$ cat src/rtl/i2s_dac_tx.sv
// I2S transmitter for the codec DAC: buffers up to two stereo frames and shifts
// them out MSB-first on the generator's Bfall/LRfall/LRrise strobes.
module i2s_dac_tx #(
    parameter int SAMPLE_W = 16
) (
    input  logic                CLK_IN,
    input  logic                reset,
    input  logic                Bfall,
    input  logic                LRfall,
    input  logic                LRrise,
    input  logic [SAMPLE_W-1:0] in_left,
    input  logic [SAMPLE_W-1:0] in_right,
    input  logic                in_valid,
    output logic                in_ready,
    output logic                DOUT,
    output logic                underrun,
    output logic [7:0]          underrun_cnt,
    output logic [1:0]          fifo_level
);

    // Places a sample at the top of a 32-bit slot; unused low bits are zero.
    function automatic logic [31:0] justify(input logic [SAMPLE_W-1:0] sample);
        logic [31:0] slot;
        slot = 32'd0;
        slot[31 -: SAMPLE_W] = sample;
        return slot;
    endfunction

    logic [SAMPLE_W-1:0] left_mem_r  [2];
    logic [SAMPLE_W-1:0] right_mem_r [2];
    logic                wr_ptr_r;
    logic                rd_ptr_r;
    logic [1:0]          level_r;
    logic [31:0]         shifter_r;
    logic [SAMPLE_W-1:0] r_hold_r;
    logic                dout_r;
    logic                underrun_r;
    logic [7:0]          underrun_cnt_r;

    logic                push_s;
    logic                pop_s;
    logic [1:0]          level_nxt_s;
    logic [31:0]         shifter_nxt_s;
    logic [SAMPLE_W-1:0] r_hold_nxt_s;
    logic                dout_nxt_s;
    logic                underrun_nxt_s;
    logic [7:0]          underrun_cnt_nxt_s;

    assign in_ready     = (level_r != 2'd2);
    assign push_s       = in_valid && in_ready;
    assign pop_s        = LRfall && (level_r != 2'd0);
    assign DOUT         = dout_r;
    assign underrun     = underrun_r;
    assign underrun_cnt = underrun_cnt_r;
    assign fifo_level   = level_r;

    // Buffer occupancy: a simultaneous push and pop leaves the level unchanged.
    always_comb begin
        level_nxt_s = level_r;
        case ({push_s, pop_s})
            2'b10:   level_nxt_s = level_r + 2'd1;
            2'b01:   level_nxt_s = level_r - 2'd1;
            default: level_nxt_s = level_r;
        endcase
    end

    // Slot loading and bit shifting; a load strobe always beats a coincident Bfall.
    always_comb begin
        shifter_nxt_s      = shifter_r;
        r_hold_nxt_s       = r_hold_r;
        dout_nxt_s         = dout_r;
        underrun_nxt_s     = 1'b0;
        underrun_cnt_nxt_s = underrun_cnt_r;
        if (LRfall) begin
            if (level_r != 2'd0) begin
                shifter_nxt_s = justify(left_mem_r[rd_ptr_r]);
                r_hold_nxt_s  = right_mem_r[rd_ptr_r];
            end else begin
                shifter_nxt_s  = 32'd0;
                r_hold_nxt_s   = '0;
                underrun_nxt_s = 1'b1;
                if (underrun_cnt_r != 8'd255) begin
                    underrun_cnt_nxt_s = underrun_cnt_r + 8'd1;
                end else begin
                    underrun_cnt_nxt_s = underrun_cnt_r;
                end
            end
        end else if (LRrise) begin
            shifter_nxt_s = justify(r_hold_r);
        end else if (Bfall) begin
            dout_nxt_s    = shifter_r[31];
            shifter_nxt_s = {shifter_r[30:0], 1'b0};
        end else begin
            shifter_nxt_s = shifter_r;
        end
    end

    // Frame storage and pointers.
    always_ff @(posedge CLK_IN or posedge reset) begin
        if (reset) begin
            left_mem_r[0]  <= '0;
            left_mem_r[1]  <= '0;
            right_mem_r[0] <= '0;
            right_mem_r[1] <= '0;
            wr_ptr_r       <= 1'b0;
            rd_ptr_r       <= 1'b0;
            level_r        <= 2'd0;
        end else begin
            if (push_s) begin
                left_mem_r[wr_ptr_r]  <= in_left;
                right_mem_r[wr_ptr_r] <= in_right;
                wr_ptr_r              <= ~wr_ptr_r;
            end
            if (pop_s) begin
                rd_ptr_r <= ~rd_ptr_r;
            end
            level_r <= level_nxt_s;
        end
    end

    // Serialiser and underrun status registers.
    always_ff @(posedge CLK_IN or posedge reset) begin
        if (reset) begin
            shifter_r      <= 32'd0;
            r_hold_r       <= '0;
            dout_r         <= 1'b0;
            underrun_r     <= 1'b0;
            underrun_cnt_r <= 8'd0;
        end else begin
            shifter_r      <= shifter_nxt_s;
            r_hold_r       <= r_hold_nxt_s;
            dout_r         <= dout_nxt_s;
            underrun_r     <= underrun_nxt_s;
            underrun_cnt_r <= underrun_cnt_nxt_s;
        end
    end

endmodule

$ cat config.mk
export PLATFORM = sky130hd
export DESIGN_NAME = i2s_dac_tx
export DESIGN_NICKNAME = d
export VERILOG_FILES = /design/src/rtl/i2s_dac_tx.sv
export SDC_FILE = /design/constraint.sdc
export NUM_CORES = 1
export LEC_CHECK = 0
export ABC_AREA = 1
export BUFFER_PORTS_ARGS = -buffer_cell sky130_fd_sc_hd__buf_2
export CORE_UTILIZATION = 59
export DETAILED_ROUTE_END_ITERATION = 8
export GPL_ROUTABILITY_DRIVEN = 0
export HOLD_SLACK_MARGIN = 0.03
export PLACE_DENSITY = 0.8
export SYNTH_ARGS = -nofsm -noshare
export SYNTH_HDL_FRONTEND = slang
export SYNTH_SLANG_ARGS = --single-unit
$ cat constraint.sdc
create_clock -name CLK_IN -period 4.65 [get_ports CLK_IN]
set_input_delay 0.6975 -clock CLK_IN [delete_from_list [all_inputs] [get_ports CLK_IN]]
set_output_delay 0.6975 -clock CLK_IN [all_outputs]
set_load 0.1 [all_outputs]
* Word-level counts from Yosys, hierarchy flattened
Index checks and enable logic that the tools add are counted.
** Storage, ports and cells
- Bits in registers :: 126
- Output and inout bits :: 13
- Word-level logic and storage cells :: 55
** Operators by class
- Add/sub/neg operators :: 3
- Magnitude comparators :: 3
- Eq/ne operators :: 4
- Muxes and demuxes :: 18
- Bitwise logic cells :: 7
- Reduce and logical (&&, ||, !) cells :: 8
** Operators by type and width (number)
- two-way mux 16 bit :: 8
- two-way mux 32 bit :: 4
- bitwise mux 32 bit :: 2
- demux 16 bit (select 1 bit) :: 1
- adder 8 x 1 -> 8 bit, second input constant :: 1
- != test 8 bit, second input constant :: 1
- AND reduction 3 bit :: 2
- NOT 1 bit :: 5
- >= comparator 2 bit, second input constant :: 2
- NOT 1 -> 2 bit :: 2
- one-hot mux 2 bit (2 select lines) :: 1
- nonzero test 2 bit :: 2
- logical AND 1 bit :: 3
- nonzero test 3 bit :: 1
- adder 2 x 1 -> 2 bit, second input constant :: 1
- == test 2 x 1 -> 1 bit, second input constant :: 1
- == test 2 bit, second input constant :: 1
- less-than comparator 2 x 1 -> 1 bit, second input constant :: 1
- two-way mux 1 bit :: 2
- != test 2 bit, second input constant :: 1
- subtractor 2 x 1 -> 2 bit, second input constant :: 1

* Logic depth before layout (Yosys ltp)
Gate-level depths: netlist of the first run.
- Depth after elaboration :: 6
- Mapped depth :: 9
- Gate-level depth less buffers :: 8

* Worst setup path after synthesis of the first run
OpenSTA, ideal clock, no wires.
- Kind :: reg-to-reg
- Start :: register level_r[1] (netlist: fifo_level[1])
- End :: register level_r[1] (netlist: fifo_level[1])
- Library setup time :: 0.133 ns
- Data arrival time :: 2.234 ns
- Data required time :: 4.517 ns
- Slack :: 2.282 ns
- Cell stages (with the launch flop) :: 9
- Path buffers :: 1
- Clock period less this slack :: 2.368 ns
- Path through :: dfrtp_1 -> inv_1 -> or2_1 -> buf_6 -> nand2_1 -> ha_1 -> a21oi_1 -> o21ai_0 -> xor2_1
** On the way
- Cells in the longest elaborated chain, start to end :: 4
- Elaborated cells on any way between the ends :: 10
** Ends and longest elaborated chain
- start: declaration :: line 33 : logic [1:0] level_r;
- start signal: assignment :: line 117 : level_r <= level_nxt_s;
- != test 2 bit (*) :: line 49 : assign in_ready = (level_r != 2'd2);
- via in_ready :: line 14 : output logic in_ready,
- logical AND 1 bit (*) :: line 50 : assign push_s = in_valid && in_ready;
- == test 2 x 1 -> 1 bit / == test 2 bit (equally long branches) :: line 60 : case ({push_s, pop_s})
- one-hot mux 2 bit (2 select lines) / nonzero test 2 bit (equally long branches)
The timed path passes the listed nets; every way through them passes the cells marked *.
A chain may end at the register's enable or synchronous reset.

* Worst setup path in the final report of the first run
- Start :: register level_r[1] (netlist: fifo_level[1])
- End :: output port in_ready
** On the way
- Cells in the longest elaborated chain, start to end :: 1
** Ends and longest elaborated chain (line)
- != test 2 bit :: 49
- end: declaration :: 14
No other way between the ends.

==> results of run 1 <==
routing by layer:
layer | track usage, % | vias to the layer above | share of wire, %
li1 | - | 1946 | -
met1 | 33.5 | 1906 | 46
met2 | 40.2 | 74 | 48
met3 | 3.71 | 21 | 3.4
met4 | 10.7 | 0 | 2.6
met5 | 0 | - | 0
power groups by stage:
stage	clock network (mW)	registers, mW	logic [mW]
4_1_cts	0.557	1.60	1.47
2_1_floorplan	0	1.75	1.07
5_1_grt	0.599	1.65	1.63
6_report	0.553	1.60	1.46
3_3_place_gp	0	1.59	1.41
3_5_place_dp	0	1.61	1.46
cells in the mapped netlist (2+ instances only):
library cell / number / area (sq um)
buf_2: 9 / 45.0
o21ai_0: 36 / 180
xor2_1: 4 / 35.0
nand2_1: 261 / 980
xnor2_1: 2 / 17.5
nor2_4: 2 / 22.5
o21ai_1: 13 / 65.1
o21ai_2: 32 / 280
mux2i_1: 15 / 150
inv_1: 45 / 169
buf_12: 2 / 40.0
nand2_2: 8 / 50.1
inv_2: 4 / 15.0
or2_2: 15 / 93.8
ha_1: 2 / 25.0
nor2_1: 8 / 30.0
a21oi_1: 4 / 20.0
buf_4: 3 / 22.5
nand3_1: 6 / 30.0
buf_6: 7 / 78.8
clkbuf_2: 4 / 20.0
dfrtp_1: 110 / 2750
final timing paths:
kind / to / startpoint / depth (start not counted) / slack [ps]
worst min register to register: shifter_r[25]$_DFFE_PP0P_ / shifter_r[25]$_DFFE_PP0P_ / 2 / 480
worst max-delay path: in_ready / fifo_level[1]$_DFFE_PP0P_ / 3 / 2340
worst max register to register: right_mem_r[26]$_DFFE_PP0P_ / fifo_level[1]$_DFFE_PP0P_ / 5 / 2570
worst min-delay path: shifter_r[25]$_DFFE_PP0P_ / shifter_r[25]$_DFFE_PP0P_ / 2 / 480
max in group asynchronous: left_mem_r[28]$_DFFE_PP0P_ / reset / 3 / 3180
min in group asynchronous: left_mem_r[2]$_DFFE_PP0P_ / reset / 2 / 510
final cells by class:
type	instances	area, sq um
multi-input combinational	415	2050
sequential	110	2750
clock inverter	7	68.8
fill	690	2800
tap	105	131
inverter	50	190
timing repair buffer	52	265
clock buffer	9	124
cell families after synthesis:
logic type | after synthesis | share of synthesized area, %
XOR/XNOR | 6 | 1.01
multiplexers | 15 | 2.89
buffers and inverters | 76 | 7.65
flip-flops | 110 | 52.9
adder cells (fa/ha/maj) | 2 | 0.481
AO/OA/AOI/OAI | 88 | 10.9
AND/OR/NAND/NOR | 304 | 24.2
registers in the layout, summed over array words and instances (netlist names):
name          count
r_hold_r         16
wr_ptr_r          1
rd_ptr_r          1
left_mem_r       32
fifo_level        2
DOUT              1
right_mem_r      32
shifter_r        16
underrun_cnt      8
underrun          1
stage by stage:
step	worst slack [ps]	hold slack, ps
finish	2340	483
global route	2270	510
CTS	2340	485
detailed placement	2390	456
global placement	2470	453
floorplan	1050	441
tightest hold or removal path, cell delays in order, from the launching register on:
cell	delay [ps]
dfrtp_1	350
nand2_1	50
nand2_1	60
==> impl_metrics.json, run 1 <==
{
  "fin_tns_setup_ps": 0,
  "avgSynthCellArea_sq_um": 8.65,
  "setup_viol": 0,
  "core_area_sq_mm": 0.00838,
  "postRouteAntennaNets": 0,
  "p_leak_nw": 3.04,
  "ir_worst_vdd_uv": 290,
  "grt_pass1_vias": 3793,
  "slowest_stage": "buf_2",
  "htreeDepth": 3,
  "ys.flop_type": "dfrtp_1",
  "vias": 3947,
  "initial_utilization_pct": 62.0,
  "track_usage_pct": 24.8,
  "final_common_cell": "nand2_1",
  "crit_chain": "inv_1, or2_1, buf_2",
  "grt_pass1_wl_mm": 17.3,
  "power_density_mw_per_mm2": 648,
  "drive_above_1_share_pct": 20.7,
  "crit_type": "reg -> out",
  "async_flop_share_pct": 100,
  "cts.sinks": 110,
  "synth-edff-count": 0,
  "drt-initial-drc-count": 227,
  "cts_tree": "built",
  "fp.dieW_microns": 95.9,
  "wl_per_cell_microns": 13.6,
  "vias_per_cell": 5.28,
  "port_buffers": 50,
  "p_switching_mw": 1.57,
  "maxSlewViolCount": 0,
  "antennaDiodeCount": 0,
  "insertion_delay_ps": 380,
  "p_sw_share_pct": 43.4,
  "nets": 678,
  "synthCells": 601,
  "end_kind": "primary output",
  "maxCapViolations": 0,
  "placed_cell_area_sq_mm": 0.00539,
  "critPathBufInv": 2,
  "p_clk_share_pct": 15.3,
  "status": "finished clean",
  "fin_util_pct": 66.6,
  "wirelength_mm": 10.2,
  "min_period_over_period_pct": 49.6,
  "crit_path_start_kind": "flop",
  "yosysWarnings": 0,
  "slew_headroom_pct": 35.0,
  "p_comb_share_pct": 40.4,
  "total_power_mw": 3.62,
  "seq_power_share_pct": 44.3,
  "finalHoldViolCount": 0,
  "die_y_microns": 95.9,
  "dpl.cell_count": 732,
  "rows": 33,
  "min-delay-path-class": "reg -> reg",
  "crit_path_max_fanout": 4,
  "fmax_mhz": 434,
  "clock_skew_ps": 12.1,
  "clock_path_buffers": 2,
  "fin_cells": 748,
  "die-area_sq_mm": 0.00919,
  "postCtsHoldBufs": 0,
  "cp_top_family": "buffers and inverters",
  "path_clk_slew_ps": 110,
  "cts_inserted_buffers": 9,
  "arrival_ps": 1610,
  "final_cell_mix": "261 x nand2_1, 110 x dfrtp_1, 50 x buf_2, 44 x inv_1, 36 x o21ai_0",
  "netlist_area_sq_mm": 0.00520,
  "ys_seq_area_share_pct": 52.9,
  "synthesis.nets": 641,
  "ys_ff_latch": 110,
  "post-dp-hpwl_mm": 6.86,
  "internal_power_mw": 2.04,
  "cts_setup_buffers": 0,
  "drt_first_pass_iters": 4,
  "synth.distinct_cells": 31,
  "min_period_ps": 2310,
  "cts-resized-gates": 0,
  "cts-root-buf": "clkbuf_8",
  "max_stage_delay_ps": 470,
  "ios": 51,
  "grt_max_degree": 78,
  "drcViolationCount": 0,
  "worstMarginPinSlew_ps": 975,
  "syn_to_final_growth_pct": 7.34,
  "fin_area_sq_mm": 0.00558,
  "rsz0062_at_grt": "no",
  "overflow": 0,
  "antenna_found_initial": 0,
  "required_ps": 3950
}
Note: power is estimated with default switching activity, not from simulation.
==> run 2: changes to the inputs <==
==> constraint.sdc (replaced) <==
create_clock -name CLK_IN -period 2.15 [get_ports CLK_IN]
set_input_delay 0.3225 -clock CLK_IN [delete_from_list [all_inputs] [get_ports CLK_IN]]
set_output_delay 0.3225 -clock CLK_IN [all_outputs]
set_load 0.1 [all_outputs]
==> run 2 against run 1 <==
Against the previous run:
- design area increased by 1.2%
- cell count is 0.53% higher
- utilization rose by 0.78 points
- sequential power is 110% higher
- die area did not move
- via count shrank 2.5%
- worst hold slack got worse by 390 ps
- power is 120% higher
- largest cell class unchanged
- combinational power rose by 120%
==> impl_metrics.json, run 2 (synthesis gave the netlist of run 1 again) <==
{
  "cts_setup_buffers": 0,
  "min-delay-path-class": "in -> async",
  "die-area_sq_mm": 0.00919,
  "grt_pass1_vias": 3725,
  "postCtsHoldBufs": 0,
  "cts_tree": "built",
  "min_period_ps": 1940,
  "setup_viol": 0,
  "cts-resized-gates": 0,
  "slew_headroom_pct": 46.2,
  "grt_max_degree": 66,
  "die_y_microns": 95.9,
  "required_ps": 1830,
  "reg2reg_to": "fifo_level[1]$_DFFE_PP0P_",
  "cts_inserted_buffers": 9,
  "track_usage_pct": 24.4,
  "fmax_mhz": 516,
  "crit_path_max_fanout": 4,
  "crit_start": "fifo_level[1]$_DFFE_PP0P_",
  "overflow": 0,
  "worstMarginPinSlew_ps": 805,
  "reg2reg_slack_ps": 430,
  "slowest_stage": "buf_2",
  "cts-root-buf": "clkbuf_8",
  "end_kind": "primary output",
  "drcViolationCount": 0,
  "antennaDiodeCount": 0,
  "fin_tns_setup_ps": 0,
  "total_power_mw": 7.81,
  "arrival_ps": 1620,
  "min_period_over_period_pct": 90.2,
  "insertion_delay_ps": 370,
  "met3_usage_pct": 5.13,
  "rows": 33,
  "busiest_layer": "met2",
  "post-dp-hpwl_mm": 6.77,
  "use_met1_pct": 33.4,
  "ir_worst_vdd_uv": 697,
  "initial_utilization_pct": 62.0,
  "maxCapViolations": 0,
  "crit_path_start_kind": "flop",
  "crit_chain": "inv_1, or2_1, buf_2",
  "fillers": 674,
  "place_ws_ps": 323,
  "reg_top3": "left_mem_r: 32 flops, right_mem_r: 32 flops",
  "antenna_found_initial": 0,
  "syn_to_final_growth_pct": 8.59,
  "nets": 682,
  "crit_type": "reg -> out",
  "clock_skew_ps": 11.1,
  "power_density_mw_per_mm2": 1380,
  "htreeDepth": 3,
  "port_buffers": 50,
  "wirelength_mm": 9.95,
  "final_common_cell": "nand2_1",
  "drt_first_pass_iters": 5,
  "vias": 3849,
  "r2r_cells": 6,
  "fp.dieW_microns": 95.9,
  "fin_ws_ps": 212,
  "cp_num_cells": 3,
  "drive_above_1_share_pct": 21.5,
  "drt-initial-drc-count": 269,
  "setup.worst_path.end": "in_ready",
  "ios": 51,
  "critPathBufInv": 2,
  "cts.sinks": 110,
  "wl_per_cell_microns": 13.2,
  "grt_util_met2_pct": 39.4,
  "postRouteAntennaNets": 0,
  "path_clk_slew_ps": 110,
  "clock_path_buffers": 2,
  "maxSlewViolCount": 0,
  "max_stage_delay_ps": 480,
  "finalHoldViolCount": 0,
  "cp_top_family": "buffers and inverters",
  "vias_per_cell": 5.12,
  "status": "finished clean",
  "core_area_sq_mm": 0.00838,
  "r2r_start": "fifo_level[0]$_DFFE_PP0P_",
  "final_cell_mix": "261 x nand2_1, 108 x dfrtp_1, 50 x buf_2, 44 x inv_1, 36 x o21ai_0",
  "rsz0062_at_grt": "no",
  "p_leak_nw": 3.06,
  "grt_pass1_wl_mm": 17.0
}
==> run 2: cell types whose count changed in the layout (fill, tap and decap cells not counted), sizes merged <==
cell and delta:
buf +4, clkinv -3, clkinvlp +2, inv +1
==> run 2: worst min path at each step <==
stage	startpoint	endpoint	slack, ps	cells after the start
final	reset	fifo_level[1]$_DFFE_PP0P_	90	2
after global routing	reset	fifo_level[0]$_DFFE_PP0P_	130	2
after CTS	reset	right_mem_r[27]$_DFFE_PP0P_	100	2
after detailed placement	shifter_r[27]$_DFFE_PP0P_	shifter_r[27]$_DFFE_PP0P_	460	2
after global placement	shifter_r[25]$_DFFE_PP0P_	shifter_r[25]$_DFFE_PP0P_	450	2
after floorplan	Bfall	DOUT$_DFFE_PP0P_	420	1
==> run 2: cell type report <==
cell class                 instances  area (sq um)  area share (%)
clock buffer                       9           124            2.19
clock inverter                     7          62.6            1.11
inverter                          50           191            3.39
multi-input combinational        415          2050            36.3
sequential                       110          2760            48.8
tap                              105           131            2.33
timing repair buffer              56           333            5.89
==> run 2: worst reg2reg max path, cell delays in order (launching register included) <==
cell,delay (ps)
dfrtp_2,460
nor2_1,260
nor2_4,150
ha_1,350
a21oi_1,110
o21ai_0,120
xor2_1,170
==> run 2: power by group <==
group          leakage, nW  total (mW)  switching (mW)  internal [mW]
Clock               0.0927        1.19           0.738          0.447
Combinational         1.59        3.18            2.13           1.04
Sequential            1.38        3.44           0.481           2.96
==> run 2: metal layers <==
| layer | up-vias | part of all wire, % |
|---|---|---|
| met1 | 1805 | 47 |
| met5 | - | 0 |
| met2 | 77 | 48 |
| li1 | 1954 | - |
| met4 | 0 | 1.3 |
| met3 | 13 | 3.7 |
==> run 2: through the flow <==
step	hold WS (ps)	std cells	utilization, %	cell area [sq um]
2_1_floorplan	420	601	-	5210
3_5_place_dp	457	736	65.1	5460
6_report	89.5	752	67.4	5650
4_1_cts	103	752	67.4	5650
3_3_place_gp	453	736	65.1	5460
5_1_grt	128	752	67.4	5650
